===== config.mk =====
export PLATFORM = sky130hd
export DESIGN_NAME = rvga_muldiv
export DESIGN_NICKNAME = d
export VERILOG_FILES = /design/src/rtl/rvga_muldiv.sv
export SDC_FILE = /design/constraint.sdc
export NUM_CORES = 1
export LEC_CHECK = 0
export ABC_AREA = 1
export CORE_MARGIN = 2
export CORE_UTILIZATION = 30
export CTS_CLUSTER_SIZE = 28
export DETAILED_ROUTE_END_ITERATION = 7
export GPL_ROUTABILITY_DRIVEN = 0
export SLEW_MARGIN = 20
export SYNTH_ARGS = -nofsm -noshare
export SYNTH_HDL_FRONTEND = slang
export SYNTH_SLANG_ARGS = --single-unit

===== constraint.sdc =====
create_clock -name clk_i -period 8.3 [get_ports clk_i]
set_input_delay 1.245 -clock clk_i [delete_from_list [all_inputs] [get_ports clk_i]]
set_output_delay 1.245 -clock clk_i [all_outputs]
set_load 0.03 [all_outputs]

===== src/rtl/rvga_muldiv.sv =====
// Iterative RV32M multiply/divide unit (radix-2 shift-add mul, restoring div/rem).
// Latency: WIDTH BUSY cycles after accept; div-by-zero and signed overflow finish in one cycle.
// Backpressure: ready_o only in IDLE; the result is held on o with v_o=1 until yumi_i.
//
// Ports:
//   clk_i, reset_n_i    clock and synchronous active-low reset
//   v_i / ready_o       request handshake carrying a_i, b_i and op_i (RV32M funct3)
//   v_o / o / yumi_i    result valid, result value, and consumer acknowledge
module rvga_muldiv #(
    parameter int WIDTH = 32
) (
    input  logic             clk_i,
    input  logic             reset_n_i,
    input  logic             v_i,
    output logic             ready_o,
    input  logic [WIDTH-1:0] a_i,
    input  logic [WIDTH-1:0] b_i,
    input  logic [2:0]       op_i,
    output logic             v_o,
    output logic [WIDTH-1:0] o,
    input  logic             yumi_i
);

    localparam int CW = $clog2(WIDTH);

    typedef enum logic [1:0] {
        S_IDLE,
        S_BUSY,
        S_DONE
    } state_e;

    state_e             state_q, state_d;
    logic [CW-1:0]      cnt_q, cnt_d;
    logic [2:0]         op_q, op_d;
    logic               sa_q, sa_d;        // sign of a (remainder sign)
    logic               neg_q, neg_d;      // sign of product / quotient
    logic [WIDTH-1:0]   mcand_q, mcand_d;  // |b|: multiplicand or divisor
    logic [2*WIDTH-1:0] prod_q, prod_d;    // {high accumulator, remaining multiplier bits}
    logic [WIDTH:0]     rem_q, rem_d;      // partial remainder
    logic [WIDTH-1:0]   quo_q, quo_d;      // dividend bits shift out, quotient bits shift in
    logic [WIDTH-1:0]   res_q, res_d;

    // Operand decode at accept
    logic               a_signed, b_signed, sa_in, sb_in;
    logic [WIDTH-1:0]   a_mag, b_mag;
    logic               div_zero, div_ovf;
    logic [WIDTH-1:0]   special_res;

    // One datapath step, computed from current state
    logic [WIDTH:0]     mul_sum;
    logic [2*WIDTH-1:0] prod_step, prod_fix;
    logic [WIDTH:0]     div_shift, div_diff, rem_step;
    logic [WIDTH-1:0]   quo_step, quo_fix, rem_fix;
    logic [WIDTH-1:0]   final_res;

    // a is signed for mul, mulh, mulhsu, div, rem; b for mul, mulh, div, rem
    assign a_signed = ~op_i[0] | (op_i == 3'd1);
    assign b_signed = op_i[2] ? ~op_i[0] : ~op_i[1];
    assign sa_in    = a_signed & a_i[WIDTH-1];
    assign sb_in    = b_signed & b_i[WIDTH-1];
    assign a_mag    = sa_in ? -a_i : a_i;
    assign b_mag    = sb_in ? -b_i : b_i;

    assign div_zero = op_i[2] && (b_i == '0);
    // div and rem are the even div-group opcodes
    assign div_ovf  = op_i[2] && !op_i[0]
                   && (a_i == {1'b1, {(WIDTH-1){1'b0}}})
                   && (b_i == {WIDTH{1'b1}});

    always_comb begin
        special_res = '0;
        if (div_zero) begin
            special_res = op_i[1] ? a_i : {WIDTH{1'b1}};
        end else if (div_ovf) begin
            special_res = op_i[1] ? '0 : a_i;
        end
    end

    // Multiply step: add multiplicand into the high half when the current
    // multiplier LSB is set, then shift the whole accumulator right by one.
    assign mul_sum   = {1'b0, prod_q[2*WIDTH-1:WIDTH]}
                     + (prod_q[0] ? {1'b0, mcand_q} : {(WIDTH+1){1'b0}});
    assign prod_step = {mul_sum, prod_q[WIDTH-1:1]};

    // Restoring divide step: a negative trial difference means restore.
    assign div_shift = {rem_q[WIDTH-1:0], quo_q[WIDTH-1]};
    assign div_diff  = div_shift - {1'b0, mcand_q};
    assign rem_step  = div_diff[WIDTH] ? div_shift : div_diff;
    assign quo_step  = {quo_q[WIDTH-2:0], ~div_diff[WIDTH]};

    // Sign correction applied to the last step's output so the final edge
    // both performs the last iteration and loads the corrected result.
    assign prod_fix  = neg_q ? -prod_step : prod_step;
    assign quo_fix   = neg_q ? -quo_step : quo_step;
    assign rem_fix   = sa_q ? -rem_step[WIDTH-1:0] : rem_step[WIDTH-1:0];

    always_comb begin
        final_res = '0;
        case (op_q)
            3'd0:                final_res = prod_fix[WIDTH-1:0];
            3'd1, 3'd2, 3'd3:    final_res = prod_fix[2*WIDTH-1:WIDTH];
            3'd4, 3'd5:          final_res = quo_fix;
            default:             final_res = rem_fix;
        endcase
    end

    always_comb begin
        state_d = state_q;
        cnt_d   = cnt_q;
        op_d    = op_q;
        sa_d    = sa_q;
        neg_d   = neg_q;
        mcand_d = mcand_q;
        prod_d  = prod_q;
        rem_d   = rem_q;
        quo_d   = quo_q;
        res_d   = res_q;
        case (state_q)
            S_IDLE: begin
                if (v_i) begin
                    if (div_zero || div_ovf) begin
                        res_d   = special_res;
                        state_d = S_DONE;
                    end else begin
                        op_d    = op_i;
                        sa_d    = sa_in;
                        neg_d   = sa_in ^ sb_in;
                        mcand_d = b_mag;
                        prod_d  = {{WIDTH{1'b0}}, a_mag};
                        rem_d   = '0;
                        quo_d   = a_mag;
                        cnt_d   = '0;
                        state_d = S_BUSY;
                    end
                end
            end
            S_BUSY: begin
                if (op_q[2]) begin
                    rem_d = rem_step;
                    quo_d = quo_step;
                end else begin
                    prod_d = prod_step;
                end
                cnt_d = cnt_q + 1'b1;
                if (cnt_q == CW'(WIDTH-1)) begin
                    res_d   = final_res;
                    state_d = S_DONE;
                end
            end
            S_DONE: begin
                // A concurrent v_i is not accepted here; IDLE must be seen first.
                if (yumi_i) begin
                    state_d = S_IDLE;
                end
            end
            default: state_d = S_IDLE;
        endcase
    end

    always_ff @(posedge clk_i) begin
        if (!reset_n_i) begin
            state_q <= S_IDLE;
            cnt_q   <= '0;
            op_q    <= '0;
            sa_q    <= 1'b0;
            neg_q   <= 1'b0;
            mcand_q <= '0;
            prod_q  <= '0;
            rem_q   <= '0;
            quo_q   <= '0;
            res_q   <= '0;
        end else begin
            state_q <= state_d;
            cnt_q   <= cnt_d;
            op_q    <= op_d;
            sa_q    <= sa_d;
            neg_q   <= neg_d;
            mcand_q <= mcand_d;
            prod_q  <= prod_d;
            rem_q   <= rem_d;
            quo_q   <= quo_d;
            res_q   <= res_d;
        end
    end

    assign ready_o = (state_q == S_IDLE);
    assign v_o     = (state_q == S_DONE);
    assign o       = res_q;

endmodule


## Word-level counts from Yosys, hierarchy flattened

Cells that the tools add are included.

- Input port bits: 71
- Register bits: 204
- Output and inout bits: 34
- Logic and storage cells: 99

- Mux-type cells: 37
- Bitwise gates (word level): 8
- Add/sub/neg operators: 8
- Reductions and logical operators: 18
- Equal/unequal tests: 18

Operator list:

| operator | number |
|---|---|
| $mux 32 | 19 |
| $mux 64 | 4 |
| $pmux 32 s2 | 3 |
| $neg 32->32 | 4 |
| $pmux 64 s2 | 1 |
| $pmux 32 s3 | 1 |
| $eq 32x32->1 const B | 2 |
| $neg 64->64 | 1 |
| $add 32x32->33 | 1 |
| $sub 33x32->33 | 1 |
| $logic_not 32->1 | 1 |
| $reduce_and 4->1 | 3 |
| $mux 5 | 2 |
| $ne 2x2->1 const B | 5 |
| $pmux 5 s2 | 1 |
| $reduce_and 3->1 | 3 |
| $mux 2 | 4 |
| $eq 3x1->1 const B | 2 |
| $eq 3x2->1 const B | 2 |
| $eq 3x3->1 const B | 2 |
| $pmux 2 s3 | 1 |
| $add 5x1->5 const B | 1 |
| $eq 5x5->1 const B | 1 |
| $logic_and 1x1->1 | 4 |
| other kinds (15) | 20 |

## Longest topological paths before layout

- Depth after elaboration: 9
- Mapped depth: 35
- Gate-level depth less buffers: 34

## Least setup slack after synthesis

OpenSTA, ideal clock, no wires.

- Kind: register -> register
- Start: register quo_q[31]
- End: register res_q[20] (netlist: o[20])
- Stages on the path, launching flop included: 33
- Arrival time: 3670 ps
- Setup slack: 4492 ps
- Path buffers: 1
- Library setup time: 138 ps
- Clock period less this slack: 3808 ps
- Required time: 8162 ps
- Cell sequence: dfxtp_1 > inv_1 > ha_1 > inv_1 > fa_1 > nand2_1 > nand2_1 > nand3_1 > nand2_2 > nand2_1 > nand2_4 > nand2_4 > nand3_4 > nand2_8 > buf_6 > ha_1 > nand3_1 > inv_1 > nand2_1 > nor3_1 > nand2_1 > nor3_1 > nand2_1 > nor2_1 > nor2_1 > o21ai_0 > a21oi_1 > nor2_1 > o21ai_0 > nor2_1 > nand2_1 > nand2_1 > a21oi_1

- Cells in the longest elaborated chain, start to end: 7
- Elaborated cells between the ends (all ways): 10
- Those cells by class: add/sub: 3; mux: 6; bitwise: 1

RTL lines:

| element | line | text |
|---|---|---|
| from (decl) | 40 | `logic [WIDTH-1:0] quo_q, quo_d;` |
| from (signal assigned) | 181 | `quo_q <= quo_d;` |
| $sub 33x32->33 | 87 | `assign div_diff = div_shift - {1'b0, mcand_q};` |
| $mux 32 or $not 1->1 (tied branches) | 88, 89 |  |
| $neg 32->32 (on tied branches) | 95, 94 |  |
| $mux 32 (on tied branches) | 95, 94 |  |
| $pmux 32 s3 * | 99 | `case (op_q)` |
| $mux 32 * | 145 | `if (cnt_q == CW'(WIDTH-1)) begin` |
| $pmux 32 s2 * | 118 | `case (state_q)` |
| to (signal assigned) | 182 | `res_q <= res_d;` |
| to (decl) | 41 | `logic [WIDTH-1:0] res_q, res_d;` |

Every way passes the cells marked *; elsewhere a longest branch is shown, timed or not. The select of a mux whose other input is x is not followed.
A chain may end at the register's enable or synchronous reset.

## Worst setup path in the final report

- Start: input a_i[24]
- End: register quo_q[29]

- Cells in the longest elaborated chain, start to end: 6
- Elaborated cells between the ends (all ways): 11
- Those cells by class: add/sub: 1; eq/ne: 2; mux: 4; reduce/logical: 4

RTL lines:

| element | line | text |
|---|---|---|
| from (decl) | 16 | `input logic [WIDTH-1:0] a_i,` |
| parallel branches: the longest is 6 deep, another holds $neg 32->32 | -- |  |

Parallel ways; which one is timed is not known. The select of a mux whose other input is x is not followed.

==> run_results.csv <==
group,metric,value,unit
timing,finalSetupTns,0,ps
timing,setup-violations-final,0,
logic_synthesis,synthesis.nets,3485,
power_and_ir_drop,p_int,2.070,mW
final_layout,utilization,34.52,%
global_route,antenna_found_initial,1,
floorplan,start_util,30.34,%
critical_path,crit_arrival,6940,ps
floorplan,die_area,0.06584,mm^2
critical_path,crit_path_max_fanout,55,
drt,drt-initial-drc-count,2213,
timing,fin_hold_ws,465.4,ps
floorplan,die_h,256.6,um
placed_design,place_hpwl,61500,um
placed_design,dp_slack,1373,ps
timing,hold_violations,0,
drt,via_count,22270,
power_and_ir_drop,p_sw,1.436,mW
timing,relSlewSlack,17.83,%
timing,max_freq,155.6,MHz
floorplan,dieWidth,256.6,um
hold_path,hp-class,"flop to flop",
timing,setup_slack,1872,ps
global_route,grt_max_degree,82,
cts,cts_buffer_depth,3,
timing,fin_crit_sh,77.45,%
logic_synthesis,synth-edff-count,0,
cts,cts_sinks,204,
drt,wirelength,78570,um
placed_design,io_buffers,104,
logic_synthesis,synth_warnings,0,
status,run_status,"completed",
final_layout,num_antenna_cells,0,
final_layout,area_growth,13.77,%
final_layout,stdcell_count,4235,
global_route,grt_pass1_vias,20490,
drt,drt-vias-per-instance,5.257,
cts,clk_pin_slew,60,ps
timing,rsz0062_at_grt,"no",
critical_path,crit_type,"input pin to flop",
logic_synthesis,synthFlopType,"dfxtp_1",
power_and_ir_drop,switching_share,40.97,%
logic_synthesis,syn_inst,3340,
placed_design,place_area,0.02090,mm^2
final_layout,nets,3514,
cts,hold_buffers,0,
power_and_ir_drop,leakagePower,9.801,nW
timing,slew_violations,0,
logic_synthesis,ys_seq_area_share,21.34,%
cts,clock_latency,580,ps
critical_path,startpoint_type,"input pin",
drt,ant_nets,0,
critical_path,timing.critical_path.to_type,"flop",
logic_synthesis,synthesis.area,0.01914,mm^2
floorplan,ios,105,
drt,drtPass1Iterations,6,
global_route,grtUsageTotal,23.09,%
drt,drc_errors,0,
power_and_ir_drop,finalPower,3.506,mW
logic_synthesis,synth.distinct_cells,58,
power_and_ir_drop,combPwrFrac,34.3,%
timing,skew,25.03,ps
global_route,grt_pass1_wl,120400,um
placed_design,place_inst,4186,
critical_path,critPathRequiredTime,8810,ps
cts,postCtsSetupRepairBufs,0,
logic_synthesis,ys_ff_latch,204,
flow_run,cap_violations,0,
floorplan,placementRows,92,
timing,worst_pin_slew,1230,ps
cts,cts_inserted_buffers,27,
power_and_ir_drop,seqPwrFrac,32.1,%
power_and_ir_drop,clkPwrFrac,33.6,%
power_and_ir_drop,power_density,161.0,mW/mm^2
final_layout,drive_gt1_share,5.311,%
timing,finalCriticalPeriod,6428,ps
logic_synthesis,synthArstFlopShare,0,%
floorplan,design.core.area,0.06308,mm^2
final_layout,stdcell_area,0.02178,mm^2
drt,wire_per_inst,18.55,um
cts,cts_root_buffer,"clkbuf_16",
cts,cts_tree,"yes",
power_and_ir_drop,ir_worst_vdd,0.0001446,V
logic_synthesis,syn_area_per_cell,5.731,um^2
cts,ctsHtreeMaxLevel,1,
global_route,overflow,0,
cts,cts_resized,0,
## critical path, cell delays in order
cell             delay (ps)
clkdlybuf4s50_1         660
nor2_1                  280
inv_2                    60
nor3_2                  560
inv_1                    90
nor4_1                  240
nand4_1                 150
nor3_1                  740
nand4_1                 170
nand2_1                 200
nor2_1                   60
nand2_1                  60
buf_4                   340
inv_2                   350
nor2_4                  790
buf_4                   560
o21ai_0                 150
a21oi_1                 180
## metal layers
metal | global-route usage (%) | vias up | routed length (um)
li1 | - | 11050 | -
met1 | 31.00 | 10210 | 34110
met2 | 37.36 | 885 | 34770
met3 | 2.560 | 129 | 6040
met4 | 9.851 | 0 | 3660
met5 | 0 | - | 0
## state kept, by name, indices dropped and copies added, names as in the netlist
name and count:
neg_q 1, quo_q 32, cnt_q 5, sa_q 1, rem_q 32, o 32
state_q 2, op_q 3, mcand_q 32, prod_q 64
## path summary, 6_finish.rpt
path / cells after the start / start / end / slack, ps
setup / recovery: 18 / a_i[24] / quo_q[29]$_SDFFE_PN0P_ / 1870
hold / removal: 2 / o[13]$_SDFFE_PN0P_ / o[13]$_SDFFE_PN0P_ / 470
setup reg to reg: 30 / mcand_q[0]$_SDFFE_PN0P_ / o[20]$_SDFFE_PN0P_ / 2650
hold reg to reg: 2 / o[13]$_SDFFE_PN0P_ / o[13]$_SDFFE_PN0P_ / 470
## layout by cell type (no fill, tap or decap), types with 14 or more instances in the layout
| cell type | n |
|---|---|
| nand2_1 | 855 |
| inv_1 | 427 |
| o21ai_0 | 350 |
| nor3_1 | 74 |
| dfxtp_1 | 202 |
| nor2_2 | 15 |
| nor4_1 | 14 |
| xnor2_1 | 19 |
| nand2_2 | 27 |
| nand3b_1 | 15 |
| a21oi_1 | 357 |
| o211ai_1 | 17 |
| clkdlybuf4s50_1 | 103 |
| xor2_1 | 40 |
| nor2_1 | 301 |
| ha_1 | 72 |
| clkbuf_16 | 27 |
| nand3_1 | 212 |
| nand4_1 | 50 |
| buf_4 | 24 |
| a31oi_1 | 17 |
## logic make-up after synthesis
kind of cell	synth area share, %
XOR/XNOR	2.700
adder cells (fa/ha/maj)	4.916
flip-flops	21.34
AO/OA/AOI/OAI	23.06
buffers and inverters	11.42
AND/OR/NAND/NOR	36.57
## cells in the mapped netlist, drive strengths merged (2+ instances only)
cell type  instances  area (um^2)
a21o              10        75.07
a21oi            368         1898
a311oi             4        35.03
a31oi             17        106.4
and2               3        18.77
and3               4        25.02
buf               33        181.4
clkbuf            94        352.8
dfxtp            204         4084
fa                 2        40.04
ha                72        900.9
inv              440         1652
nand2            892         3501
nand3            216         1116
nand3b            15        112.6
nand4             50        312.8
nor2             323         1287
nor3              79        420.4
nor3b              3        22.52
nor4              15        100.1
o2111ai            2        17.52
o211ai            17        127.6
o21ai            368         1872
o21bai            12        90.09
o22ai              5        31.28
o31ai              9        67.56
o32ai              2        17.52
o41ai              2        17.52
or2               12        75.07
xnor2             19        166.4
xor2              40        350.3
## cell type report
class / instances / area [um^2]
multi-input cells: 2569 / 12890
clock buffers: 36 / 759.5
inverters: 440 / 1653
clock inverters: 13 / 115.1
fillers: 7195 / 41300
flip-flops and latches: 204 / 4086
repair buffers: 127 / 1211
well taps: 846 / 1059
## power by group through the flow
stage | clock network [mW] | logic (mW) | registers (mW)
2_1_floorplan | 0 | 0.773 | 1.13
3_3_place_gp | 0 | 1.16 | 1.14
3_5_place_dp | 0 | 1.16 | 1.14
4_1_cts | 1.19 | 1.17 | 1.12
5_1_grt | 1.23 | 1.32 | 1.14
6_report | 1.18 | 1.20 | 1.13
(Power assumes the default switching activity.)
